==> config.mk <==
export PLATFORM = sky130hd
export DESIGN_NAME = game_sprite_bounce_control
export DESIGN_NICKNAME = d
export VERILOG_FILES = /design/src/rtl/game_sprite_bounce_control.sv
export SDC_FILE = /design/constraint.sdc
export NUM_CORES = 1
export LEC_CHECK = 0
export CORE_ASPECT_RATIO = 1.25
export CORE_MARGIN = 2
export CORE_UTILIZATION = 50
export CTS_CLUSTER_DIAMETER = 40
export DETAILED_ROUTE_END_ITERATION = 10
export HOLD_SLACK_MARGIN = 0.12
export PLACE_DENSITY = 0.77
export SLEW_MARGIN = 10
export SYNTH_ARGS = -nofsm -noshare
export SYNTH_HDL_FRONTEND = slang
export SYNTH_SLANG_ARGS = --single-unit
==> constraint.sdc <==
create_clock -name clk -period 3.35 [get_ports clk]
set_clock_uncertainty 0.05 [all_clocks]
set_input_delay 1.005 -clock clk [delete_from_list [all_inputs] [get_ports clk]]
set_output_delay 1.005 -clock clk [all_outputs]
set_load 0.01 [all_outputs]
==> src/rtl/game_sprite_bounce_control.sv <==
// Motion supervisor for one sprite. It drives the load strobes, position/speed
// data and update enable of the sprite register block. It launches the sprite,
// reflects it at the playfield edges, freezes it on collision, and respawns it
// after a delay until no lives remain.
//
// state | meaning
// ------+--------------------------------------------------------------
// IDLE  | stopped, waiting for launch
// LOAD  | one cycle: start position and speed strobed into register block
// RUN   | motion enabled, wall bounces reflect speed
// DEAD  | frozen after collision, respawn delay counting down
// OVER  | out of lives, waiting for launch

`ifndef X_WIDTH
`define X_WIDTH 10
`endif
`ifndef Y_WIDTH
`define Y_WIDTH 9
`endif

module game_sprite_bounce_control #(
  parameter int DX_WIDTH       = 2,
  parameter int DY_WIDTH       = 2,
  parameter int START_X        = 0,
  parameter int START_Y        = 0,
  parameter int START_DX       = 1,
  parameter int START_DY       = 1,
  parameter int X_MIN          = 0,
  parameter int X_MAX          = 639,
  parameter int Y_MIN          = 0,
  parameter int Y_MAX          = 479,
  parameter int RESPAWN_CYCLES = 1000000,
  parameter int LIVES          = 3
) (
  input  logic                  clk,
  input  logic                  reset,
  input  logic                  launch,
  input  logic                  halt,
  input  logic                  collision,
  input  logic [`X_WIDTH-1:0]   sprite_x,
  input  logic [`Y_WIDTH-1:0]   sprite_y,
  output logic                  sprite_write_xy,
  output logic                  sprite_write_dxy,
  output logic [`X_WIDTH-1:0]   sprite_write_x,
  output logic [`Y_WIDTH-1:0]   sprite_write_y,
  output logic [DX_WIDTH-1:0]   sprite_write_dx,
  output logic [DY_WIDTH-1:0]   sprite_write_dy,
  output logic                  sprite_enable_update,
  output logic [3:0]            lives_left,
  output logic [7:0]            bounce_count,
  output logic [2:0]            state
);

  localparam int XW = `X_WIDTH;
  localparam int YW = `Y_WIDTH;

  localparam logic [XW-1:0]       X_MIN_C    = XW'(X_MIN);
  localparam logic [XW-1:0]       X_MAX_C    = XW'(X_MAX);
  localparam logic [YW-1:0]       Y_MIN_C    = YW'(Y_MIN);
  localparam logic [YW-1:0]       Y_MAX_C    = YW'(Y_MAX);
  localparam logic [XW-1:0]       START_X_C  = XW'(START_X);
  localparam logic [YW-1:0]       START_Y_C  = YW'(START_Y);
  localparam logic [DX_WIDTH-1:0] START_DX_C = DX_WIDTH'(START_DX);
  localparam logic [DY_WIDTH-1:0] START_DY_C = DY_WIDTH'(START_DY);
  localparam logic [23:0]         RESPAWN_C  = 24'(RESPAWN_CYCLES - 1);
  localparam logic [3:0]          LIVES_C    = 4'(LIVES);

  typedef enum logic [2:0] {
    S_IDLE = 3'd0,
    S_LOAD = 3'd1,
    S_RUN  = 3'd2,
    S_DEAD = 3'd3,
    S_OVER = 3'd4
  } state_t;

  state_t               state_q, state_d;
  logic                 wr_xy_q, wr_xy_d;
  logic                 wr_dxy_q, wr_dxy_d;
  logic [XW-1:0]        wr_x_q, wr_x_d;
  logic [YW-1:0]        wr_y_q, wr_y_d;
  logic [DX_WIDTH-1:0]  wr_dx_q, wr_dx_d;
  logic [DY_WIDTH-1:0]  wr_dy_q, wr_dy_d;
  logic                 en_q, en_d;
  logic [3:0]           lives_q, lives_d;
  logic [7:0]           bounce_q, bounce_d;
  logic [DX_WIDTH-1:0]  dx_q, dx_d;
  logic [DY_WIDTH-1:0]  dy_q, dy_d;
  logic [23:0]          cnt_q, cnt_d;

  logic dx_pos, dx_neg, dy_pos, dy_neg;
  logic bounce_x, bounce_y;

  // Reflection saturates: the most-negative speed maps to the most-positive.
  function automatic logic [DX_WIDTH-1:0] neg_dx(input logic [DX_WIDTH-1:0] v);
    if (v == {1'b1, {(DX_WIDTH-1){1'b0}}}) neg_dx = {1'b0, {(DX_WIDTH-1){1'b1}}};
    else                                    neg_dx = -v;
  endfunction

  function automatic logic [DY_WIDTH-1:0] neg_dy(input logic [DY_WIDTH-1:0] v);
    if (v == {1'b1, {(DY_WIDTH-1){1'b0}}}) neg_dy = {1'b0, {(DY_WIDTH-1){1'b1}}};
    else                                    neg_dy = -v;
  endfunction

  // Wall detection: unsigned position compare against the mirrored speed sign.
  always_comb begin
    dx_pos   = ~dx_q[DX_WIDTH-1] & (|dx_q);
    dx_neg   = dx_q[DX_WIDTH-1];
    dy_pos   = ~dy_q[DY_WIDTH-1] & (|dy_q);
    dy_neg   = dy_q[DY_WIDTH-1];
    bounce_x = ((sprite_x >= X_MAX_C) && dx_pos) || ((sprite_x <= X_MIN_C) && dx_neg);
    bounce_y = ((sprite_y >= Y_MAX_C) && dy_pos) || ((sprite_y <= Y_MIN_C) && dy_neg);
  end

  // Next-state and registered-output computation.
  always_comb begin
    state_d  = state_q;
    wr_xy_d  = 1'b0;
    wr_dxy_d = 1'b0;
    wr_x_d   = wr_x_q;
    wr_y_d   = wr_y_q;
    wr_dx_d  = wr_dx_q;
    wr_dy_d  = wr_dy_q;
    lives_d  = lives_q;
    bounce_d = bounce_q;
    dx_d     = dx_q;
    dy_d     = dy_q;
    cnt_d    = cnt_q;

    case (state_q)
      S_IDLE, S_OVER: begin
        if (launch) begin
          state_d  = S_LOAD;
          lives_d  = LIVES_C;
          bounce_d = 8'd0;
        end
      end
      S_LOAD: state_d = S_RUN;
      S_RUN: begin
        if (halt) begin
          state_d = S_IDLE;
        end else if (collision) begin
          state_d = S_DEAD;
          lives_d = lives_q - 4'd1;
          cnt_d   = RESPAWN_C;
        end else if (bounce_x || bounce_y) begin
          wr_dxy_d = 1'b1;
          wr_dx_d  = bounce_x ? neg_dx(dx_q) : dx_q;
          wr_dy_d  = bounce_y ? neg_dy(dy_q) : dy_q;
          dx_d     = wr_dx_d;
          dy_d     = wr_dy_d;
          bounce_d = bounce_q + 8'd1;
        end
      end
      S_DEAD: begin
        if (halt) begin
          state_d = S_IDLE;
        end else if (cnt_q == 24'd0) begin
          state_d = (lives_q != 4'd0) ? S_LOAD : S_OVER;
        end else begin
          cnt_d = cnt_q - 24'd1;
        end
      end
      default: state_d = S_IDLE;
    endcase

    // Entering LOAD strobes the start values so they are present during LOAD.
    if (state_d == S_LOAD) begin
      wr_xy_d  = 1'b1;
      wr_dxy_d = 1'b1;
      wr_x_d   = START_X_C;
      wr_y_d   = START_Y_C;
      wr_dx_d  = START_DX_C;
      wr_dy_d  = START_DY_C;
      dx_d     = START_DX_C;
      dy_d     = START_DY_C;
    end

    en_d = (state_d == S_RUN);
  end

  // State and output registers, cleared asynchronously.
  always_ff @(posedge clk or posedge reset) begin
    if (reset) begin
      state_q  <= S_IDLE;
      wr_xy_q  <= 1'b0;
      wr_dxy_q <= 1'b0;
      wr_x_q   <= '0;
      wr_y_q   <= '0;
      wr_dx_q  <= '0;
      wr_dy_q  <= '0;
      en_q     <= 1'b0;
      lives_q  <= 4'd0;
      bounce_q <= 8'd0;
      dx_q     <= '0;
      dy_q     <= '0;
      cnt_q    <= 24'd0;
    end else begin
      state_q  <= state_d;
      wr_xy_q  <= wr_xy_d;
      wr_dxy_q <= wr_dxy_d;
      wr_x_q   <= wr_x_d;
      wr_y_q   <= wr_y_d;
      wr_dx_q  <= wr_dx_d;
      wr_dy_q  <= wr_dy_d;
      en_q     <= en_d;
      lives_q  <= lives_d;
      bounce_q <= bounce_d;
      dx_q     <= dx_d;
      dy_q     <= dy_d;
      cnt_q    <= cnt_d;
    end
  end

  assign state                = state_q;
  assign sprite_write_xy      = wr_xy_q;
  assign sprite_write_dxy     = wr_dxy_q;
  assign sprite_write_x       = wr_x_q;
  assign sprite_write_y       = wr_y_q;
  assign sprite_write_dx      = wr_dx_q;
  assign sprite_write_dy      = wr_dy_q;
  assign sprite_enable_update = en_q;
  assign lives_left           = lives_q;
  assign bounce_count         = bounce_q;

endmodule

==> out/metrics.cfg <==
[setup_path]
timing.rr.start = cnt_q[0]
crit_buf_inv = 2
cp_max_fo = 11
critPathLaunch = halt
worstPathArrival_ps = 2930
worst_path_max_delay_cell = or3b_2
cp-start-kind = input pin
crit_chain = clkdlybuf4s50_1, or3b_2, nor4_1, buf_4, and3_1, o21ai_0, a41oi_1
critical_path_class = in2reg
cpLargestDelayFamily = simple AND/OR/NAND/NOR gates
cpPeakStageDelay_ps = 540
critical_path_required_ps = 3510
endpoint_kind = flop

[drt]
drc_errors = 0
drt_iter0_drc = 74
vias = 2226
dr.pass1.iters = 4
wl_per_cell_um = 14.0
wl_um = 5720
ant_nets = 0
viasPerCell = 5.44

[logic_synthesis]
ys_warn_count = 0
synth.most_common_cell = dfrtp_1
synth-seq-area-share_pct = 42.8
synth_edf_count = 0
async_flop_share_pct = 100
synth_top_cell_area_share_pct = 42.8
netlist_area_um2 = 2690
synth_area_leaders = dfrtp_1 (43%), xor2_1 (6.5%), buf_4 (5.3%)
synth_common_cells = dfrtp_1 (46), nor2_1 (32), nand2_1 (30), xor2_1 (20), buf_4 (19)
synth_cell_types = 43
syn_area_per_cell_um2 = 9.06
synth-main-ff-cell = dfrtp_1
ys_ff_latch = 46
synth_cells = 297
synth_top_area_cell = dfrtp_1

[hold_path]
hold_class = reg2reg
hp-start = dx_q[0]

[die]
placementRows = 29
die-area_um2 = 5990
dieHeight_um = 86.0
initial_utilization_pct = 52.2
die_w_um = 69.6
io_pins = 65
core-area_um2 = 5150

[final_layout]
multi_input_area_um2 = 1390
seqCellArea_um2 = 1150
nNetsFinal = 374
fillers = 442
drive_gt1_share_pct = 6.05
antenna_cells = 0
area_growth_pct = 21.5

[timing]
setup_tns_ps = 0
slew_headroom_pct = 60.4
rsz0062_at_grt = false
hold_viol = 0
final-setup-viol-count = 0
worstMarginPinSlew_ps = 594
period_share_pct = 82.7
drv_slew = 0
fmax_mhz = 361
fin_crit_ps = 2770

[power_and_ir_drop]
p_leak_nw = 1.34
peakVddDrop_v = 0.000339
power.total_mw = 1.67
powerDensity_nw_per_um2 = 512

[clock_tree]
clk-insertion-delay-late_ps = 300
cts.sinks = 46
cts_made_buffers = 5
cts_hold_buf = 0
cts.repair.resized = 0
cts_tree = yes
clockBufferDepth = 2
cts-htree-levels = 2
clkTransAtPathRegs_ps = 90
cts_setup_buffers = 0
cts_root_buf = clkbuf_8

[global_routing]
grt_pass1_vias = 2158
grt_pass1_wl_um = 9960
antenna_found_initial = 0
grt_overflow_total = 0
grtUsageTotal_pct = 20.2
grt_max_degree = 47

[job]
maxCapViolCount = 0

[place]
gp_congestion = 0.839
portBuffers = 45
hpwlAfterDp_um = 4070

[outcome]
status = completed

-- layer usage --
layer  global-route usage (%)  routed length [um]  vias up
li1                         -                   -     1107
met3                     4.70                 310        8
met1                     25.9                2490     1047
met4                     5.77                  76        0
met2                     34.3                2840       64
met5                        0                   0        -
-- cell families (layout without fill, tap and decap cells) --
logic type | count (synthesis) | after routing | share of synthesized area, %
compound gates | 41 | 41 | 9.86
simple gates | 136 | 136 | 26.3
mux | 10 | 10 | 3.72
flops | 46 | 46 | 42.8
xor+xnor | 22 | 22 | 7.16
buf+inv | 37 | 69 | 8.23
other cells | 1 | 19 | 0.139
fa+ha+maj | 4 | 4 | 1.86
-- per-stage QoR --
stage | util [%] | setup slack, ps | hold WS (ps) | std cells | instance area (um^2)
after floorplan | - | 672 | 434 | 315 | 2760
after detailed placement | 61.4 | 271 | 447 | 401 | 3160
final | 63.5 | 579 | 465 | 409 | 3270
after global placement | 61.4 | 378 | 437 | 401 | 3160
after global routing | 63.5 | 433 | 482 | 409 | 3270
after CTS | 63.5 | 584 | 467 | 409 | 3270
-- layout by cell type, fill, tap and decap left out, types with 3 or more instances in the layout --
master / count
clkbuf_8: 5
nand2b_1: 8
nor3_1: 11
buf_4: 10
nand3_1: 8
o21ai_0: 11
ha_1: 4
clkdlybuf4s50_1: 45
nor3b_1: 3
nand2_1: 30
a21oi_1: 11
dfrtp_1: 46
conb_1: 19
or3_1: 3
nor4_1: 7
nand4_1: 12
mux2i_1: 10
inv_1: 5
o211ai_1: 10
nor2_1: 32
and3_1: 5
xor2_1: 20
or4_1: 3
-- layout make-up --
class | count | area share [%]
clock inverter | 1 | 0.918
sequential | 46 | 35.2
clock buffer | 7 | 2.33
multi-input combinational | 232 | 42.4
timing repair buffer | 55 | 16.1
inverter | 6 | 0.689
tap | 62 | 2.37
-- power breakdown --
| group | internal (mW) | switching, mW | leakage, nW |
|---|---|---|---|
| clock | 0.223 | 0.183 | 0.0524 |
| combinational | 0.232 | 0.254 | 0.731 |
| sequential | 0.655 | 0.126 | 0.560 |
-- sequential cells by signal (all words and copies together) (netlist names) --
signal	flops
dy_q	2
state	3
sprite_write_xy	1
sprite_write_dxy	1
bounce_count	8
dx_q	2
lives_left	4
sprite_enable_update	1
cnt_q	24
-- worst register-to-register path, delay by kind of cell, from the launching register on --
kind                     cells  cell delay (ps)
AO/OA/AOI/OAI                2              330
adder cells (fa/ha/maj)      1              190
buffers and inverters        1               90
flip-flops                   1              450
AND/OR/NAND/NOR              3             1530
-- final timing paths --
path / endpoint / slack, ps / cells past startpoint
min reg2reg: dx_q[0] / 470 / 1
max: cnt_q[15] / 580 / 7
min: dx_q[0] / 470 / 1
max reg2reg: dx_q[1] / 590 / 7
max in group asynchronous: bounce_count[1] / 1740 / 3
min in group asynchronous: state[1] / 1100 / 3
No activity file was read; power rests on OpenSTA's default activity.
